`src/rtl/pwm_meas_pkg.sv`:
```
// rtl/pwm_meas_pkg.sv - shared state type and sizing constants for pulse_width_meter
package pwm_meas_pkg;

  typedef enum logic [1:0] {
    IDLE    = 2'b00,
    MEASURE = 2'b01,
    HOLD    = 2'b10
  } pwm_state_t;

  localparam int PWM_CNT_W_DEF = 16;
  localparam int PWM_DROP_W    = 8;

endpackage

```
`src/rtl/sat_counter.sv`:
```
// rtl/sat_counter.sv - unsigned counter with clear, load-one and saturating increment
module sat_counter #(
  parameter int W = 8
) (
  input  logic         clk,
  input  logic         rst_n,
  input  logic         clr,
  input  logic         load1,
  input  logic         inc,
  output logic [W-1:0] value,
  output logic         at_max
);

  assign at_max = &value;

  // clear beats load beats increment; increment stalls at all-ones
  always_ff @(posedge clk or negedge rst_n) begin
    if (!rst_n) begin
      value <= '0;
    end else if (clr) begin
      value <= '0;
    end else if (load1) begin
      value <= W'(1);
    end else if (inc && !at_max) begin
      value <= value + W'(1);
    end
  end

endmodule

```
`src/rtl/pulse_width_meter.sv`:
```
// rtl/pulse_width_meter.sv - measures high periods from rise/fall strobes, valid/ready result
// Optional drop counter enabled by PWM_DROP_CNT_EN.
module pulse_width_meter
  import pwm_meas_pkg::*;
#(
  parameter int CNT_W = PWM_CNT_W_DEF
) (
  input  logic             clk_fast,
  input  logic             rst_n,
  input  logic             rise_pulse,
  input  logic             fall_pulse,
  input  logic             meas_ready,
  output logic             meas_valid,
  output logic [CNT_W-1:0] meas_width,
  output logic             meas_sat,
  output logic             busy
`ifdef PWM_DROP_CNT_EN
  ,
  output logic [PWM_DROP_W-1:0] drop_cnt
`endif
);

  pwm_state_t       state;
  logic [CNT_W-1:0] cnt;
  logic             cnt_max;
  logic             sat_q;
  logic             cnt_load;
  logic             cnt_inc;
  logic             cnt_clr;

  // a handshake with a coincident rise restarts immediately, no dead cycle
  assign cnt_load = ((state == IDLE) && rise_pulse && !fall_pulse) ||
                    ((state == HOLD) && meas_ready && rise_pulse);
  assign cnt_inc  = (state == MEASURE) && !fall_pulse;
  assign cnt_clr  = (state == HOLD) && meas_ready && !rise_pulse;

  sat_counter #(.W(CNT_W)) u_width_cnt (
    .clk    (clk_fast),
    .rst_n  (rst_n),
    .clr    (cnt_clr),
    .load1  (cnt_load),
    .inc    (cnt_inc),
    .value  (cnt),
    .at_max (cnt_max)
  );

  always_ff @(posedge clk_fast or negedge rst_n) begin
    if (!rst_n) begin
      state      <= IDLE;
      sat_q      <= 1'b0;
      meas_width <= '0;
      meas_sat   <= 1'b0;
    end else begin
      case (state)
        IDLE: begin
          if (rise_pulse && !fall_pulse) begin
            state <= MEASURE;
            sat_q <= 1'b0;
          end
        end
        MEASURE: begin
          if (fall_pulse) begin
            meas_width <= cnt;
            meas_sat   <= sat_q;
            state      <= HOLD;
          end else if (cnt_max) begin
            sat_q <= 1'b1;
          end
        end
        HOLD: begin
          if (meas_ready) begin
            if (rise_pulse) begin
              state <= MEASURE;
              sat_q <= 1'b0;
            end else begin
              state <= IDLE;
            end
          end
        end
        default: state <= IDLE;
      endcase
    end
  end

  assign meas_valid = (state == HOLD);
  assign busy       = (state != IDLE);

`ifdef PWM_DROP_CNT_EN
  logic drop_evt;
  logic drop_max;

  assign drop_evt = (state == HOLD) && !meas_ready && rise_pulse;

  sat_counter #(.W(PWM_DROP_W)) u_drop_cnt (
    .clk    (clk_fast),
    .rst_n  (rst_n),
    .clr    (1'b0),
    .load1  (1'b0),
    .inc    (drop_evt && !drop_max),
    .value  (drop_cnt),
    .at_max (drop_max)
  );
`endif

endmodule

```
`config.mk`:
```
export PLATFORM = sky130hd
export DESIGN_NAME = pulse_width_meter
export DESIGN_NICKNAME = d
export VERILOG_FILES = /design/src/rtl/pwm_meas_pkg.sv /design/src/rtl/sat_counter.sv /design/src/rtl/pulse_width_meter.sv
export SDC_FILE = /design/constraint.sdc
export NUM_CORES = 1
export LEC_CHECK = 0
export ABC_AREA = 1
export CAP_MARGIN = 5
export CORE_MARGIN = 5
export CORE_UTILIZATION = 51
export CTS_BUF_LIST = sky130_fd_sc_hd__clkbuf_2 sky130_fd_sc_hd__clkbuf_4 sky130_fd_sc_hd__clkbuf_8
export DETAILED_ROUTE_END_ITERATION = 10
export PLACE_DENSITY = 0.77
export SLEW_MARGIN = 40
export SYNTH_ARGS = -nofsm -noshare
export SYNTH_HDL_FRONTEND = slang
export SYNTH_SLANG_ARGS = --single-unit
```
`constraint.sdc`:
```
create_clock -name clk_fast -period 1.56 [get_ports clk_fast]
set_clock_uncertainty 0.05 [all_clocks]
set_input_delay 0.312 -clock clk_fast [delete_from_list [all_inputs] [get_ports clk_fast]]
set_output_delay 0.312 -clock clk_fast [all_outputs]
set_load 0.02 [all_outputs]
```
==> results.py, run 1 <==
metrics = {
    "critical_path": {
        "cp.arrival_ns": 1.72,
        "cpMaxStageDelayCell": "dfrtp_1",
        "required_ns": 1.72,
        "cp_cell_sequence": "ha_4, nand2_4, nor2_4, nand2_4, nor2_4, nor2_4, buf_4, nor2_4, nand2_1, o21ai_1",
        "cp-start-kind": "flip-flop",
        "critPathTopFamily": "simple AND/OR/NAND/NOR gates",
        "crit_fanout": 5,
        "crit_path_end_kind": "flip-flop",
        "worst-setup-path-type": "reg2reg",
        "path_common_cell": "nor2_4",
        "crit_buf_inv": 1,
        "slowest_delay_ns": 0.39,
    },
    "routing": {
        "ant_nets": 0,
        "num_vias": 1831,
        "first_iter_violations": 102,
        "drc_errors": 0,
        "wl_per_cell_um": 12.77,
        "dr.pass1.iters": 4,
        "drt_wl_total_um": 4583,
        "vias_per_cell": 5.100,
    },
    "synthesis": {
        "ys_warn_count": 0,
        "ys_ff_latch": 36,
        "syn_inst": 251,
        "yosysSeqAreaShare": 0.4771,
        "synth_area_per_cell_um2": 7.522,
        "yosysUniqueCellTypes": 20,
        "yosysTopAreaCell": "dfrtp_1",
        "synth_area_mm2": 0.001888,
        "netlist.area_leader.share": 0.4771,
        "synth_area_leaders": "dfrtp_1 (48%), nand2_1 (15%), inv_1 (8.0%)",
        "syn_nets": 257,
    },
    "layout": {
        "seqCellArea_um2": 902.1,
        "post-route-cell-area_mm2": 0.002595,
        "nets": 317,
        "syn_to_final_growth_pct": 37.44,
        "n_fill_cell": 312,
        "multi_input_area_um2": 919.6,
        "instances_no_fill": 359,
        "drive_gt1_frac": 0.2444,
        "antenna_cells": 0,
    },
    "global_routing": {
        "grt_first_pass_wirelength_um": 7721,
        "grt_max_degree": 37,
        "antenna_found_initial": 0,
        "grtUsageTotal": 0.1915,
        "grt_pass1_vias": 1735,
        "grt-ovfl-total": 0,
    },
    "power": {
        "p_per_area_mw_per_mm2": 1394,
        "peakVddDrop_uv": 804.4,
        "cellLeakagePower_nw": 1.372,
    },
    "placement": {
        "dp_hpwl_um": 3207,
        "io_buffers": 23,
        "placed_cells": 342,
        "dpl-instance-area_mm2": 0.002349,
        "gp_congestion": 0.9219,
    },
    "floorplanning": {
        "io_pins": 24,
        "die_w_um": 70.85,
        "core_mm2": 0.003633,
        "start_util": 0.5196,
        "die_h_um": 70.85,
        "rows": 22,
        "dieArea_mm2": 0.005019,
    },
    "sta": {
        "final_hold_viol_count": 0,
        "drv_slew": 0,
        "setup_viol": 0,
        "fin_crit_sh": 0.9972,
        "fmax_ghz": 0.6428,
        "min_period_ns": 1.556,
        "relSlewSlack": 0.8244,
        "tightest_slew_ns": 0.2624,
        "rsz0062_at_grt": "true",
    },
    "clock_tree": {
        "cts_buffers": 5,
        "hold_buffers": 0,
        "root_buffer": "clkbuf_8",
        "clk_pin_slew_ns": 0.07,
        "clock-sinks": 36,
        "h-tree-depth": 2,
        "clk_latency_ns": 0.29,
        "cts_tree": "yes",
        "clock_path_buffers": 2,
    },
    "flow_run": {
        "drv_cap": 0,
    },
    "run_status": {
        "outcome": "completed",
    },
    "worst_hold_path": {
        "hold_path.class": "in2async",
    },
}
layout make-up:
class	instances	area share
repair buffers	56	0.1798
well taps	48	0.02314
clock buffers	7	0.03713
inverters	40	0.05786
multi-input cells	172	0.3544
flip-flops and latches	36	0.3476
repair_timing:
item,4_1_cts,5_1_grt
endpoints found under the setup margin,27,33
setup buffers,2,8
pin swaps,6,19
hold endpoints to repair,0,0
cloned,1,0
gates resized for setup,28,32
worst paths after layout:
kind / from / depth (start not counted) / slack (ns) / end
max reg2reg: u_width_cnt.value[1] / 10 / 0.004 / u_width_cnt.value[7]
min in group clk_fast: meas_width[3] / 2 / 0.43 / meas_width[3]
max: u_width_cnt.value[1] / 10 / 0.004 / u_width_cnt.value[7]
min: rst_n / 2 / 0.36 / meas_width[4]
min reg2reg: meas_width[3] / 2 / 0.43 / meas_width[3]
max in group asynchronous: rst_n / 2 / 0.91 / u_width_cnt.value[3]
per-layer routing:
layer	track usage	vias to the layer above	routed length [um]
li1	-	907	-
met1	0.2573	860	1979
met4	0.06681	0	84
met5	0	-	0
met2	0.3038	53	2199
met3	0.04545	11	319
stage by stage:
stage / setup WS (ns) / TNS, ns / power (mW) / hold WS [ns] / utilization
finish: 0.004320 / 0 / 3.618 / 0.3567 / 0.7142
global route: -0.09893 / -0.5990 / 3.886 / 0.3845 / 0.7142
CTS: -0.0001339 / -0.0001339 / 3.542 / 0.3682 / 0.6791
detailed placement: -0.1487 / -1.839 / 2.889 / 0.4243 / 0.6464
global placement: -0.1118 / -1.152 / 2.848 / 0.4156 / 0.6464
floorplan: 0.01042 / 0 / 2.119 / -0.03359 / -
cell usage after synthesis:
cell	count
nand2_1	76
inv_1	40
dfrtp_1	36
o21ai_0	26
nor2_1	22
nand3_1	13
nand4_1	8
a21oi_1	4
nor2_4	4
o21ai_1	4
clkbuf_1	3
nand2_2	3
xor2_1	3
nand3_2	2
nor2_2	2
a21oi_2	1
buf_6	1
ha_1	1
mux2_2	1
o22ai_1	1
report_power, final:
group	switching [mW]	leakage, nW	total (mW)	internal (mW)
Clock	0.309	0.0503	0.701	0.393
Sequential	0.156	0.485	1.31	1.16
Combinational	0.949	0.837	1.60	0.656
sequential cells by signal (all words and copies together), names as in the netlist:
name	flops
sat_q	1
state	2
meas_sat	1
u_width_cnt.value	16
meas_width	16
cells in the final DEF, fill, tap and decap left out, drive strengths merged:
cell type	count
nand2	79
inv	40
dfrtp	36
buf	34
o21ai	30
nor2	29
dlygate4sd2	17
nand3	15
nand4	8
clkbuf	8
a21oi	5
clkdlybuf4s50	4
xor2	3
o22ai	1
mux2	1
ha	1
cell families after synthesis:
group / share of synthesized area
buf+inv: 0.09145
simple gates: 0.3068
fa+ha+maj: 0.006626
mux: 0.005964
xor+xnor: 0.01392
flops: 0.4771
compound gates: 0.09808
No activity file was read; power rests on OpenSTA's default activity.
==> run 2: changes to the inputs <==
- CORE_MARGIN: 5 -> 3
==> run 2 against run 1 <==
Net effect:
- the flow now finishes with violations (setup timing)
- utilization grew 5.2 points
- total power grew 12%
- critical path depth shrank 1
- largest cell class is now sequential cells
- via count shrank 0.98%
- first-iteration DRC count grew 84%
- hold slack lost 0.023 ns
- global-route usage grew 4.4 points
- setup slack lost 0.044 ns
- non-clock buffer count is the same
==> results.py, run 2 (synthesized netlist as in run 1, its figures left out) <==
metrics = {
    "critical_path": {
        "startpoint": "u_width_cnt.value[1]",
        "required_ns": 1.70,
        "cp.arrival_ns": 1.74,
        "reg2reg_depth": 9,
        "crit_path_end_kind": "flip-flop",
        "cp-start-kind": "flip-flop",
        "rr_startpoint": "u_width_cnt.value[1]",
        "crit_fanout": 2,
        "worst-setup-path-type": "reg2reg",
    },
    "routing": {
        "first_iter_violations": 188,
        "drc_errors": 0,
        "drt_wl_total_um": 4892,
        "vias_per_cell": 5.078,
        "wl_per_cell_um": 13.70,
        "dr.pass1.iters": 4,
        "ant_nets": 0,
        "num_vias": 1813,
    },
    "sta": {
        "final_hold_viol_count": 0,
        "setup_tns_ns": -0.08242,
        "tightest_slew_ns": 0.2785,
        "fin_crit_sh": 1.026,
        "setup_viol": 4,
        "min_period_ns": 1.600,
        "holdWs_ns": 0.3335,
        "drv_slew": 0,
        "relSlewSlack": 0.8143,
        "layout_setup_ws_ns": -0.03984,
        "rsz0062_at_grt": "true",
        "fmax_ghz": 0.6251,
    },
    "floorplanning": {
        "rows": 21,
        "die_w_um": 66.85,
        "io_pins": 24,
        "dieArea_mm2": 0.004468,
        "start_util": 0.5485,
        "core_mm2": 0.003442,
        "die_h_um": 66.85,
    },
    "layout": {
        "nets": 316,
        "reg_top3": "meas_width (16), u_width_cnt.value (16), state (2)",
        "postLayoutCoreUtil": 0.7663,
        "instances_no_fill": 357,
        "post-route-cell-area_mm2": 0.002638,
        "drive_gt1_frac": 0.2444,
        "final_common_cell": "nand2_1",
        "final_cell_mix": "nand2_1 (68), inv_1 (36), dfrtp_1 (35)",
        "syn_to_final_growth_pct": 39.70,
        "n_fill_cell": 249,
        "antenna_cells": 0,
    },
    "clock_tree": {
        "cts_buffers": 5,
        "cts_tree": "yes",
        "clock_path_buffers": 2,
        "clk_latency_ns": 0.29,
        "h-tree-depth": 2,
        "root_buffer": "clkbuf_8",
        "clk_pin_slew_ns": 0.08,
        "clock-sinks": 36,
    },
    "global_routing": {
        "grt-ovfl-total": 0,
        "grt_max_degree": 37,
        "gr-usage-met2": 0.3911,
        "grt_first_pass_wirelength_um": 7797,
        "grtUsageTotal": 0.2350,
        "grt-busiest-layer": "met2",
        "grt_use_met1": 0.2906,
        "grtUsageMet3": 0.06577,
        "grt_pass1_vias": 1773,
        "antenna_found_initial": 0,
    },
    "placement": {
        "dp_hpwl_um": 3095,
        "gp_congestion": 0.8808,
        "dp_slack_ns": -0.1764,
        "placed_cells": 339,
        "io_buffers": 23,
        "dpl-instance-area_mm2": 0.002351,
    },
    "flow_run": {
        "drv_cap": 0,
    },
    "run_status": {
        "outcome": "finished with violations",
        "failed_checks": "setup timing",
    },
    "power": {
        "peakVddDrop_uv": 957.6,
        "finalPower_mw": 4.046,
        "p_per_area_mw_per_mm2": 1534,
        "cellLeakagePower_nw": 1.416,
    },
    "worst_hold_path": {
        "hold_path.class": "in2async",
    },
}
==> run 2: cell count changes in the layout (fill, tap and decap cells not counted), sizes merged <==
cell	delta
buf	-1
bufinv	+3
clkbuf	-1
nor2	-1
==> run 2: final timing paths <==
check	end	slack, ns
worst max-delay path	u_width_cnt.value[2]	-0.04
worst min-delay path	meas_width[4]	0.33
worst max register to register	u_width_cnt.value[2]	-0.04
worst min register to register	meas_width[6]	0.43
max in group asynchronous	u_width_cnt.value[2]	0.92
min in group clk_fast	meas_width[6]	0.43
==> run 2: metal layers <==
| metal | up-vias | part of all wire |
|---|---|---|
| met5 | - | 0 |
| met4 | 0 | 0.021 |
| met1 | 845 | 0.42 |
| met2 | 55 | 0.51 |
| li1 | 901 | - |
| met3 | 12 | 0.050 |
==> run 2: area by class of cell <==
class	instances	area, um2	share of cell area
Sequential cell	36	902.1	0.3420
Multi-Input combinational cell	171	890.9	0.3378
Timing Repair Buffer	56	475.5	0.1803
Inverter	40	152.6	0.05787
Clock inverter	3	90.09	0.03416
Clock buffer	5	68.82	0.02609
Tap cell	46	57.56	0.02182
==> run 2: what timing repair did <==
action	4_1_cts	5_1_grt
gates resized for setup	29	24
setup buffers	5	5
setup endpoints to repair	31	31
hold buffers	0	0
pin swaps	3	12
==> run 2: power by group <==
part / switching, mW / total (mW) / leakage (nW) / internal [mW]
Combinational: 0.957 / 1.59 / 0.853 / 0.633
Sequential: 0.152 / 1.31 / 0.485 / 1.16
Clock: 0.346 / 1.15 / 0.0784 / 0.800
==> run 2: critical path, cell delays in order, from the launching register on <==
cell and delay, ns:
dfrtp_1 0.36, ha_2 0.22, nand2_4 0.07, buf_4 0.14
buf_4 0.13, buf_4 0.12, buf_4 0.12, buf_4 0.12
o21ai_2 0.13, nor2_2 0.04
